## config.mk

```make
export PLATFORM = sky130hd
export DESIGN_NAME = instr_fetch
export DESIGN_NICKNAME = d
export VERILOG_FILES = /design/src/rtl/instr_fetch_pkg.sv /design/src/rtl/instr_fetch_op_length.sv /design/src/rtl/instr_fetch.sv
export SDC_FILE = /design/constraint.sdc
export NUM_CORES = 1
export LEC_CHECK = 0
export CELL_PAD_IN_SITES_DETAIL_PLACEMENT = 0
export CELL_PAD_IN_SITES_GLOBAL_PLACEMENT = 2
export CORE_MARGIN = 1
export CORE_UTILIZATION = 21
export CTS_BUF_LIST = sky130_fd_sc_hd__clkbuf_16
export DETAILED_ROUTE_END_ITERATION = 10
export GPL_ROUTABILITY_DRIVEN = 0
export HOLD_SLACK_MARGIN = 0.03
export PLACE_DENSITY = 0.81
export SKIP_LAST_GASP = 1
export SLEW_MARGIN = 20
export SYNTH_ARGS = -nofsm -noshare
export SYNTH_HDL_FRONTEND = slang
export SYNTH_SLANG_ARGS = --single-unit
```

## constraint.sdc

```tcl
create_clock -name clk -period 2.45 [get_ports clk]
set_input_delay 0.6125 -clock clk [delete_from_list [all_inputs] [get_ports clk]]
set_output_delay 0.6125 -clock clk [all_outputs]
set_load 0.1 [all_outputs]
```

## src/rtl/instr_fetch_pkg.sv

```systemverilog
// +----------------------------------------------------------------------------+
// | instr_fetch_pkg                                                            |
// | Shared types, PC-select encoding and the 6502 instruction-length function. |
// | Revision: 1.0                                                              |
// +----------------------------------------------------------------------------+
`default_nettype none

package instr_fetch_pkg;

  typedef logic [15:0] addr_t;
  typedef logic [7:0]  opcode_t;
  typedef logic [1:0]  ilen_t;

  typedef enum logic [1:0] {
    PS_HOLD = 2'd0,
    PS_INC  = 2'd1,
    PS_ABS  = 2'd2
  } ps_t;

  typedef enum logic [2:0] {
    ST_OP    = 3'd0,
    ST_B1    = 3'd1,
    ST_B2    = 3'd2,
    ST_B3    = 3'd3,
    ST_ISSUE = 3'd4
  } fetch_state_t;

  localparam opcode_t c_jmp_abs_opc = 8'h4C;

  // Decoded from the aaabbbcc opcode layout; anything undocumented is 1 byte.
  function automatic ilen_t op_len(input opcode_t op);
    ilen_t len;
    len = 2'd1;
    case (op[1:0])
      2'b01: begin
        case (op[4:2])
          3'b010:                 len = (op == 8'h89) ? 2'd1 : 2'd2;
          3'b011, 3'b110, 3'b111: len = 2'd3;
          default:                len = 2'd2;
        endcase
      end
      2'b10: begin
        case (op[4:2])
          3'b000:         len = (op == 8'hA2) ? 2'd2 : 2'd1;
          3'b001, 3'b101: len = 2'd2;
          3'b011:         len = 2'd3;
          3'b111:         len = (op == 8'h9E) ? 2'd1 : 2'd3;
          default:        len = 2'd1;
        endcase
      end
      2'b00: begin
        case (op[4:2])
          3'b000: begin
            if (op == 8'h20)
              len = 2'd3;
            else if (op == 8'hA0 || op == 8'hC0 || op == 8'hE0)
              len = 2'd2;
            else
              len = 2'd1;
          end
          3'b001: len = (op == 8'h24 || op == 8'h84 || op == 8'hA4 ||
                         op == 8'hC4 || op == 8'hE4) ? 2'd2 : 2'd1;
          3'b011: len = (op == 8'h0C) ? 2'd1 : 2'd3;
          3'b100: len = 2'd2;
          3'b101: len = (op == 8'h94 || op == 8'hB4) ? 2'd2 : 2'd1;
          3'b111: len = (op == 8'hBC) ? 2'd3 : 2'd1;
          default: len = 2'd1;
        endcase
      end
      default: len = 2'd1;
    endcase
    return len;
  endfunction

endpackage

`default_nettype wire

```

## src/rtl/instr_fetch_op_length.sv

```systemverilog
// +----------------------------------------------------------------------------+
// | op_length                                                                  |
// | Combinational opcode -> instruction length (1..3 bytes).                   |
// | Revision: 1.0                                                              |
// +----------------------------------------------------------------------------+
`default_nettype none

module op_length
  import instr_fetch_pkg::*;
(
  input  opcode_t op_i,
  output ilen_t   len_o
);

  assign len_o = op_len(op_i);

endmodule

`default_nettype wire

```

## src/rtl/instr_fetch.sv

```systemverilog
// +----------------------------------------------------------------------------+
// | instr_fetch                                                                |
// | Byte-serial 6502 fetch sequencer driving the PC and issuing instructions.  |
// | Option: FETCH_JMP_REDIRECT_EN redirects the PC on JMP abs from fetch.      |
// | Revision: 1.0                                                              |
// +----------------------------------------------------------------------------+
`default_nettype none

module instr_fetch
  import instr_fetch_pkg::*;
#(
  parameter addr_t RESET_PC = 16'h0400
) (
  input  logic        clk,
  input  logic        rst,
  input  addr_t       pc_cur,
  output ps_t         ps,
  output addr_t       pc_target,
  output addr_t       mem_addr,
  input  logic [7:0]  mem_data,
  input  logic        flush,
  input  addr_t       flush_pc,
  output logic        instr_valid,
  input  logic        instr_ready,
  output opcode_t     instr_opcode,
  output logic [15:0] instr_operand,
  output ilen_t       instr_len,
  output addr_t       instr_pc
);

  fetch_state_t state_q;
  opcode_t      opcode_q;
  logic [7:0]   lo_q;
  logic [7:0]   hi_q;
  ilen_t        len_q;
  addr_t        pc_q;
  logic         valid_q;
  ilen_t        len_d;

  op_length u_op_length (
    .op_i  (mem_data),
    .len_o (len_d)
  );

  assign mem_addr      = pc_cur;
  assign instr_valid   = valid_q;
  assign instr_opcode  = opcode_q;
  assign instr_operand = {hi_q, lo_q};
  assign instr_len     = len_q;
  assign instr_pc      = pc_q;

  always_comb begin
    ps        = PS_HOLD;
    pc_target = '0;
    if (rst) begin
      ps        = PS_ABS;
      pc_target = RESET_PC;
    end else if (flush) begin
      ps        = PS_ABS;
      pc_target = flush_pc;
    end else begin
      case (state_q)
        ST_OP:    ps = PS_INC;
        ST_B1:    ps = (len_d == 2'd1) ? PS_HOLD : PS_INC;
        ST_B2:    ps = (len_q == 2'd2) ? PS_HOLD : PS_INC;
        ST_B3: begin
`ifdef FETCH_JMP_REDIRECT_EN
          if (opcode_q == c_jmp_abs_opc) begin
            ps        = PS_ABS;
            pc_target = {mem_data, lo_q};
          end
`endif
        end
        ST_ISSUE: ps = (valid_q && instr_ready) ? PS_INC : PS_HOLD;
        default:  ps = PS_HOLD;
      endcase
    end
  end

  always_ff @(posedge clk) begin
    if (rst) begin
      state_q  <= ST_OP;
      valid_q  <= 1'b0;
      opcode_q <= '0;
      lo_q     <= '0;
      hi_q     <= '0;
      len_q    <= '0;
      pc_q     <= '0;
    end else if (flush) begin
      state_q <= ST_OP;
      valid_q <= 1'b0;
    end else begin
      case (state_q)
        ST_OP: begin
          pc_q    <= pc_cur;
          state_q <= ST_B1;
        end
        ST_B1: begin
          // Operand bytes are cleared here so short instructions report zeros.
          opcode_q <= mem_data;
          len_q    <= len_d;
          lo_q     <= '0;
          hi_q     <= '0;
          if (len_d == 2'd1) begin
            state_q <= ST_ISSUE;
            valid_q <= 1'b1;
          end else begin
            state_q <= ST_B2;
          end
        end
        ST_B2: begin
          lo_q <= mem_data;
          if (len_q == 2'd2) begin
            state_q <= ST_ISSUE;
            valid_q <= 1'b1;
          end else begin
            state_q <= ST_B3;
          end
        end
        ST_B3: begin
          hi_q    <= mem_data;
          state_q <= ST_ISSUE;
          valid_q <= 1'b1;
        end
        ST_ISSUE: begin
          // pc_cur already points at the next opcode, so fetch resumes at B1.
          if (valid_q && instr_ready) begin
            valid_q <= 1'b0;
            pc_q    <= pc_cur;
            state_q <= ST_B1;
          end
        end
        default: begin
          state_q <= ST_OP;
          valid_q <= 1'b0;
        end
      endcase
    end
  end

endmodule

`default_nettype wire

```

; ---- Yosys cells after proc, flatten, opt, wreduce, memory -nomap -nowiden
; Cells that the tools add are included.
[totals]
register_bits = 46
in_bits = 44
out_inout_bits = 77
word_cells = 98
[op_classes]
eq_ne = 34
mux = 33
n_bitwise = 2
reduce_logical = 22
[op_table]
columns = op, count
row1 = equality test 8 bit (second input constant), 13
row2 = two-way mux 16 bit, 3
row3 = case mux 16 bit (2 select lines), 1
row4 = case mux 8 bit (2 select lines), 2
row5 = two-way mux 2 bit, 11
row6 = equality test 8 x 6 -> 1 bit (second input constant), 2
row7 = equality test 3 bit (second input constant), 5
row8 = case mux 3 bit (5 select lines), 1
row9 = equality test 3 x 2 -> 1 bit (second input constant), 4
row10 = case mux 2 bit (6 select lines), 1
row11 = two-way mux 3 bit, 3
row12 = equality test 8 x 4 -> 1 bit (second input constant), 1
row13 = case mux 2 bit (4 select lines), 1
row14 = logical OR 1 bit, 7
row15 = equality test 3 x 1 -> 1 bit (second input constant), 2
row16 = logical NOT 3 bit, 2
row17 = two-way mux 1 bit, 6
row18 = inequality test 2 bit (second input constant), 3
row19 = case mux 2 bit (3 select lines), 1
row20 = AND reduction 2 bit, 3
row21 = nonzero test 2 bit, 3
row22 = case mux 1 bit (5 select lines), 1
row23 = equality test 2 x 1 -> 1 bit (second input constant), 2
row24 = equality test 2 bit (second input constant), 2
row25 = other kinds (9), 11

; ---- Longest topological paths before layout
; Gate-level depths: netlist of run 1.
[logic_depth]
depth_word = 13
depth_mapped = 7
depth_no_buf = 5

; ---- Cells and area by module
; From an unflattened synthesis of run 1, not the netlist that was laid out.
[unflattened]
hier_cells = 283
hier_area_um2 = 2328.5
[modules_own_cells]
columns = mod, instances, cells_each, area_per_inst_um2, seq_area_each_um2
row1 = instr_fetch, 1, 252, 2120.8, 920.9
row2 = op_length, 1, 31, 207.7, 0.0

; ---- Least setup slack after synthesis of run 1
; OpenSTA, ideal clock, no wires.
[synth_timing]
path_type = input-to-output
start = input rst
end = output ps[0]
arrival_time_ps = 2444
t_required_ps = 1837
slack_ps = -607
stages = 4
path_buffers = 1
cell_sequence = or2_1 clkbuf_1 nor3_1 a21o_1
[synth_between]
elab_chain_len = 1
[synth_rtl]
columns = element, line_no
row1 = start: declaration, instr_fetch.sv:15  ; input logic rst,
row2 = two-way mux 2 bit, instr_fetch.sv:55  ; if (rst) begin
row3 = end: declaration, instr_fetch.sv:17  ; output ps_t ps,
; No other way between the ends.

; ---- Worst setup path after layout of run 1
[layout_timing]
start = input mem_data[6]
end = output ps[0]
[layout_between]
elab_chain_len = 13
elab_cells_between_ends = 41
classes_between = 17 x eq/ne / 17 x mux / 7 x reduce/logical
[layout_rtl]
columns = element, line_no
row1 = start: declaration, instr_fetch.sv:20  ; input logic [7:0] mem_data,
row2 = equality test 8 x 6 -> 1 bit / equality test 8 bit (equally long branches), instr_fetch_pkg.sv:61  ; 3'b001: len = (op == 8'h24 || op == 8'h84 || op == 8'hA4 ||
row3 = logical OR 1 bit (3 in a row), instr_fetch_pkg.sv:61
row4 = logical OR 1 bit, instr_fetch_pkg.sv:62  ; op == 8'hC4 || op == 8'hE4) ? 2'd2 : 2'd1;
row5 = two-way mux 2 bit, instr_fetch_pkg.sv:62
row6 = case mux 2 bit (6 select lines), instr_fetch_pkg.sv:52  ; case (op[4:2])
row7 = case mux 2 bit (3 select lines) *, instr_fetch_pkg.sv:34  ; case (op[1:0])
row8 = equality test 2 x 1 -> 1 bit *, instr_fetch.sv:64  ; ST_B1: ps = (len_d == 2'd1) ? PS_HOLD : PS_INC;
row9 = two-way mux 1 bit *, instr_fetch.sv:64
row10 = case mux 1 bit (4 select lines) *, instr_fetch.sv:62  ; case (state_q)
row11 = two-way mux 2 bit *, instr_fetch.sv:58  ; end else if (flush) begin
row12 = two-way mux 2 bit *, instr_fetch.sv:55
; Mark *: on every way between the ends. The rest lies on a longest branch, timed or not.

==> impl_results.md, run 1 <==
- CTS max path bufs: 2
- TritonCTS clock tree: built
- Period utilisation layout: 104%
- Ratio of cells with drive above 1 in the final layout: between 40 and 50%
- Critical path type: in2out
- Synth unique cells: 48
- Gate Count Post-Synth: ~290
- GRT Total Usage: 13.4%
- Max Slew Vio Count: 0
- FF+latch count, synth: 46
- Vias/cell: between 4 and 5
- Port bufs: 120
- I/O Pins: approximately 120
- Max stage delay on crit path: 0.28 ns
- Inst Count DP: 548
- H-tree levels: 2
- Worst Max-Slew Pin Slew: 0.412 ns
- Critical path data required time: 1.84 ns
- Clock sinks: 46
- Floorplan row count: 38
- Area Overhead vs Synth: 81.8%
- Fmax: 0.391 GHz
- Vias: approximately 2,500
- DRT Wirelength: 7700 microns
- Nature of the critical path startpoint: primary input
- Mapped cell area: 0.00233 sq mm
- Worst-path maximum fanout: 6
- RSZ-0062 raised after global routing: true
- Slew margin rel.: roughly 73%
- Drt first-iter violations: between 80 and 90
- Initial Util: 21.5%
- Setup Skew: about 0.0025 ns
- Die ar.: 0.0115 sq mm
- Leak: 1.76 nW
- Core area: 0.0108 sq mm
- Syn nets: between 300 and 400
- Worst setup margin: -0.106 ns
- Initial antenna violation count: 0
- Dpl hpwl: roughly 6000 microns
- Root buf cell: clkbuf_16
- Area of the multi-input gates: ~0.0012 sq mm
- Register area share after synthesis: 39.6%
- Syn_area_per_cell: 8.08 sq um
- Crit. End Element: output port
- Worst Path Arrival: 1.94 ns
- DR pass1 iterations: 6
- Family with the most delay on the worst path: compound AO/OA/AOI/OAI gates
- Clock transition at path regs: 0.06 ns
- Final min period: 2.56 ns
- Largest net degree at the start of global routing: 34
- Worst min path class: reg2reg
- CTS buffer count: 5
- # DRC: 0
- Skew-Pair Late Insertion Delay: 0.29 ns
- Yosys warning count: 0
- PwrDens: 567 mW/mm^2
- Peak VDD IR: roughly 0.23 mV
- Utilization after layout: 39.0%
- Ant. Diodes: 0
- Crit-path most repeated cell: buf_6
- Fin. Hold Viols: 0
- Global-route wire length before repair: 12,000 microns
- Fin cells: 564
- Dpl ws: -0.542 ns
- Failing checks: setup timing
- Setup total negative slack: -0.106 ns
- Congestion Overflow GR: 0
- MaxCap Viol Count: 0
- Fill cells: 1,108
- Status: finished, violations left
- WL/cell: 13.7 microns
- Die Ht: 107 microns
- Crit-path slowest cell: or2_4
- NumNets Final: 467
- Buf/Inv on CP: 3
- Register Area: 921 sq um
- Critical-path cell list: buf_6, buf_6, nor3b_4, o21ai_1, a22o_1, or2_4, a21o_4, buf_12
- Antenna Nets Post-Route: 0
- Via count of the first global-routing pass: 2,392
- Final setup violation count: 1
- Die Wd: 107 microns
[routing by layer]
metal	vias up	global-route usage, %	wire [microns]
met1	1137	15.8	3280
met3	13	2.42	307
met4	0	5.28	150
li1	1235	-	-
met2	68	23.9	3960
met5	-	0	0
[tightest hold or removal path, cell delays in order, from the launching register on]
cell     delay (ns)
dfxtp_1        0.31
nand2_1        0.05
a21oi_1        0.05
[cells in the mapped netlist, drive strengths merged]
cell type,count,area share (%)
a22o,6,2.3
or2,3,0.91
nor2b,4,1.4
a21boi,2,0.65
or3,3,0.81
o311ai,2,0.75
a2111oi,1,0.64
a211o,1,0.38
nor4b,1,0.38
a22oi,3,0.97
o22ai,2,0.54
and2,16,4.4
nand3,10,2.2
nor3,9,3.1
nor3b,2,1.1
buf,30,9.1
or4,1,0.32
a21oi,37,8.0
dfxtp,46,40
o21a,1,0.32
nor2,15,2.4
a211oi,1,0.54
a2bb2o,1,0.43
nand2b,6,2.0
nor4,1,0.91
o21ai,4,0.86
nand2,59,9.5
clkbuf,8,1.3
o221ai,1,0.64
o211ai,2,0.64
o41a,1,0.48
o21bai,2,0.64
and4bb,1,0.54
a21o,3,0.97
inv,3,0.48
[kinds of logic (layout without fill, tap and decap cells)]
| family | after synthesis | count (layout) | share of synthesized area [%] |
|---|---|---|---|
| buffers and inverters | 41 | 177 | 10.9 |
| AND/OR/NAND/NOR | 131 | 131 | 29.9 |
| AO/OA/AOI/OAI | 70 | 70 | 19.7 |
| flip-flops | 46 | 46 | 39.6 |
[repair_timing]
item / CTS / global route
endpoints found under the setup margin: 16 / 1
setup buffers: 6 / 1
pin swaps: 10 / 5
cloned: 1 / 0
gates resized for setup: 39 / 5
hold endpoints to repair: 0 / 0
hold buffers: 0 / 0
[state kept, by name, indices dropped and copies added (netlist names)]
name and cells:
instr_opcode 8, instr_len 2, state_q 3, hi_q 8, instr_valid 1, instr_pc 16
lo_q 8
[final timing paths]
check                    from           end  slack [ns]  depth (start not counted)
setup reg to reg   state_q[2]  instr_pc[10]        0.87                          7
setup / recovery  mem_data[6]         ps[0]       -0.11                          8
hold / removal    instr_pc[0]   instr_pc[0]        0.45                          2
hold reg to reg   instr_pc[0]   instr_pc[0]        0.45                          2
[area by class of cell]
cell class / count / area share, %
clock buffers: 5 / 2.96
clock inverters: 3 / 0.976
inverters: 3 / 0.266
multi-input cells: 201 / 28.3
flip-flops and latches: 46 / 21.8
well taps: 140 / 4.14
repair buffers: 166 / 41.6
[metrics by stage]
step           area [sq um]  hold WS (ns)  total power, mW
5_1_grt                4230         0.474             2.49
3_5_place_dp           4000         0.446             1.64
6_report               4230         0.453             2.40
4_1_cts                4230         0.456             2.43
2_1_floorplan          2350         0.636             1.34
3_3_place_gp           4000         0.444             1.63
[where the power goes]
part	switching [mW]	internal [mW]	leakage, nW	total, mW
clock network	0.294	0.478	0.0812	0.772
registers	0.0173	0.774	0.374	0.792
logic	0.546	0.291	1.31	0.836
[placed cells by master (no fill, tap or decap), types with 3 or more instances in the layout]
cell type and n:
inv_1 3, buf_2 5, nand2b_1 4, nor2b_1 3, a22o_1 6, nor3_2 4, nand2_1 59, buf_4 85
nor3_1 4, nor2_1 14, buf_12 34, a21oi_1 36, or3_1 3, and2_2 16, clkbuf_16 5, dfxtp_1 46
clkdlybuf4s50_1 33, a22oi_1 3, nand3_1 10, buf_6 6
(Power assumes the default switching activity.)
==> run 2, diff against run 1 <==
--- a/config.mk
+++ b/config.mk
@@ -10,6 +10,7 @@
 export CORE_MARGIN = 1
 export CORE_UTILIZATION = 21
 export CTS_BUF_LIST = sky130_fd_sc_hd__clkbuf_16
+export CTS_CLUSTER_DIAMETER = 50
 export DETAILED_ROUTE_END_ITERATION = 10
 export GPL_ROUTABILITY_DRIVEN = 0
 export HOLD_SLACK_MARGIN = 0.03
==> results of run 2 <==
Same layout as run 1: the final DEF is identical, and so are final timing and power.
==> run 3, diff against run 2 <==
--- a/config.mk
+++ b/config.mk
@@ -8,15 +8,16 @@
 export CELL_PAD_IN_SITES_DETAIL_PLACEMENT = 0
 export CELL_PAD_IN_SITES_GLOBAL_PLACEMENT = 2
 export CORE_MARGIN = 1
-export CORE_UTILIZATION = 21
+export CORE_UTILIZATION = 33
 export CTS_BUF_LIST = sky130_fd_sc_hd__clkbuf_16
 export CTS_CLUSTER_DIAMETER = 50
 export DETAILED_ROUTE_END_ITERATION = 10
+export DONT_BUFFER_PORTS = 1
 export GPL_ROUTABILITY_DRIVEN = 0
 export HOLD_SLACK_MARGIN = 0.03
-export PLACE_DENSITY = 0.81
+export PLACE_DENSITY = 0.79
 export SKIP_LAST_GASP = 1
-export SLEW_MARGIN = 20
+export SLEW_MARGIN = 25
 export SYNTH_ARGS = -nofsm -noshare
 export SYNTH_HDL_FRONTEND = slang
 export SYNTH_SLANG_ARGS = --single-unit
==> run 3 against run 2 <==
Net effect: the flow now finishes without violations; non-clock buffer count is 98 lower; wire length is 21% lower; worst hold slack worse by 0.051 ns; sequential share of layout area is 8.0 points higher; die area is 36% lower; via count is 16% lower; core utilization is 6.6 points higher; clock power is 14% lower; largest power group is now registers.
==> impl_results.md, run 3 (synthesis results as in run 1) <==
- Fill cells: 680 (-39%)
- Family with the most delay on the worst path: compound AO/OA/AOI/OAI gates
- Crit-path slowest cell: a2111oi_4
- Worst Max-Slew Pin Slew: 0.841 ns (+0.429 ns)
- Die Ht: 86.0 microns (-20%)
- Clock sinks: 46 (unchanged)
- Hold Path Sink: hi_q[7]
- GRT Total Usage: 16.6% (+3.2 points)
- TritonCTS clock tree: built
- Worst-path maximum fanout: 11 (+5)
- Fin area: 0.00310 sq mm (-27%)
- DR pass1 iterations: 4 (-2)
- RR Startpoint: state_q[1]
- Worst min path class: in2reg
- Worst Hold Margin: 0.403 ns (-0.0505 ns)
- Worst setup margin: 0.0632 ns (+0.170 ns)
- Hold depth: 1 (-1)
- Floorplan row count: 30 (-21%)
- Initial Util: 34.3% (+13 points)
- NumNets Final: 369 (-21%)
- Root buf cell: clkbuf_16
- Worst Path Arrival: 1.77 ns (-0.17 ns)
- Global-route wire length before repair: 9550 microns (-20%)
- Period utilisation layout: 97.4% (-6.9 points)
- Via count of the first global-routing pass: 1,889 (-21%)
- Peak VDD IR: 0.301 mV (+33%)
- Max reg flops: 16 (unchanged)
- Reg2Reg Depth: 6 (-1)
- Congestion Overflow GR: 0 (unchanged)
- RSZ-0062 raised after global routing: false
- Port bufs: 0 (-100%)
- Final setup violation count: 0 (-1)
- Vias: 2,058 (-16%)
- Fmax: 0.419 GHz (+7.1%)
- Area Overhead vs Synth: 33.1%
- Number of cells on the critical path: 6 (-2)
- Hold Path Origin: rst
- DRT Wirelength: 6090 microns (-21%)
- Final min period: 2.39 ns (-0.170 ns)
- WL/cell: 14.4 microns (+5.6%)
- Antenna Nets Post-Route: 0 (unchanged)
- Die ar.: 0.00739 sq mm (-36%)
- Vias/cell: 4.88 (+12%)
- # DRC: 0 (unchanged)
- Slew margin rel.: 43.5% (-29 points)
- Commonest non-fill, non-tap cells in the layout: nand2_1, buf_4, dfxtp_1
- Max Slew Vio Count: 0 (unchanged)
- Setup total negative slack: 0 ns (+0.106 ns)
- CTS max path bufs: 2 (unchanged)
- Critical path type: in2out
- Skew-Pair Late Insertion Delay: 0.28 ns (about the same)
- Utilization after layout: 45.6% (+6.6 points)
- Buf/Inv on CP: 1 (-2)
- R2R Setup Slk: 0.75 ns (-0.12 ns)
- Critical path data required time: 1.84 ns (about the same)
- Ant. Diodes: 0 (unchanged)
- Crit. End Element: output port
- Fin. Hold Viols: 0 (unchanged)
- Most common cell after layout, fill and taps aside: nand2_1
- Dpl hpwl: 4430 microns (-26%)
- H-tree levels: 2 (unchanged)
- PwrDens: 632 mW/mm^2 (+11%)
- DP Area: 0.00293 sq mm (-27%)
- Core area: 0.00679 sq mm (-37%)
- Max stage delay on crit path: 0.29 ns (about the same)
- Status: completed
- Initial antenna violation count: 0 (unchanged)
- Critical-path cell list: nand2b_2, a2111oi_4, a22o_1, or2_4, a21o_4, buf_12
- I/O Pins: 121 (unchanged)
- Fin cells: 422 (-25%)
- Reg-to-Reg End: lo_q[6]
- Leak: 1.23 nW (-30%)
- Clock transition at path regs: 0.07 ns (about the same)
- Inst Count DP: 413 (-25%)
- MaxCap Viol Count: 0 (unchanged)
- Dpl ws: 0.0124 ns (+0.555 ns)
- Drt first-iter violations: 70 (-21%)
- Largest net degree at the start of global routing: 43 (+26%)
- Tot Pwr: 1.96 mW (-18%)
- Nature of the critical path startpoint: primary input
- Ratio of cells with drive above 1 in the final layout: 32.8% (-8.2 points)
- Die Wd: 86.0 microns (-20%)
- CTS buffer count: 5 (unchanged)
- Setup Skew: 0.00394 ns (+0.00143 ns)
[run 3: cell count changes in the layout (fill, tap and decap cells not counted), moves of 2 or more]
cell	delta
clkdlybuf4s50_1	-33
buf_4	-33
buf_6	-6
buf_2	-5
buf_12	-18
clkbuf_2	-2
[run 3: how the worst max path moves through the flow]
stage	startpoint	to	slack, ns
2_1_floorplan	instr_valid	ps[0]	-0.21
3_3_place_gp	mem_data[6]	ps[0]	0.02
3_5_place_dp	mem_data[6]	ps[0]	0.01
4_1_cts	mem_data[6]	ps[0]	0.01
5_1_grt	mem_data[6]	ps[0]	0.01
6_report	mem_data[6]	ps[0]	0.06
[run 3: layout make-up]
type | count | area (sq um) | area share [%]
well taps | 96 | 120 | 3.88
inverters | 3 | 11.3 | 0.363
repair buffers | 68 | 711 | 22.9
clock buffers | 5 | 125 | 4.04
flip-flops and latches | 46 | 921 | 29.7
multi-input cells | 201 | 1190 | 38.5
clock inverters | 3 | 17.5 | 0.565
[run 3: metal layers]
| metal | track usage (%) | part of all wire (%) |
|---|---|---|
| met1 | 20.9 | 43 |
| met2 | 26.8 | 47 |
| met3 | 5.68 | 8.4 |
| met4 | 4.55 | 1.1 |
| met5 | 0 | 0 |
[run 3: timing repair]
item	4_1_cts	5_1_grt
hold buffers	0	0
gates resized for setup	0	2
setup buffers	0	1
setup endpoints to repair	0	1
[run 3: report_power, final]
group,switching [mW],internal [mW],total [mW]
Sequential,0.0102,0.774,0.784
Combinational,0.374,0.138,0.511
Clock,0.289,0.375,0.664
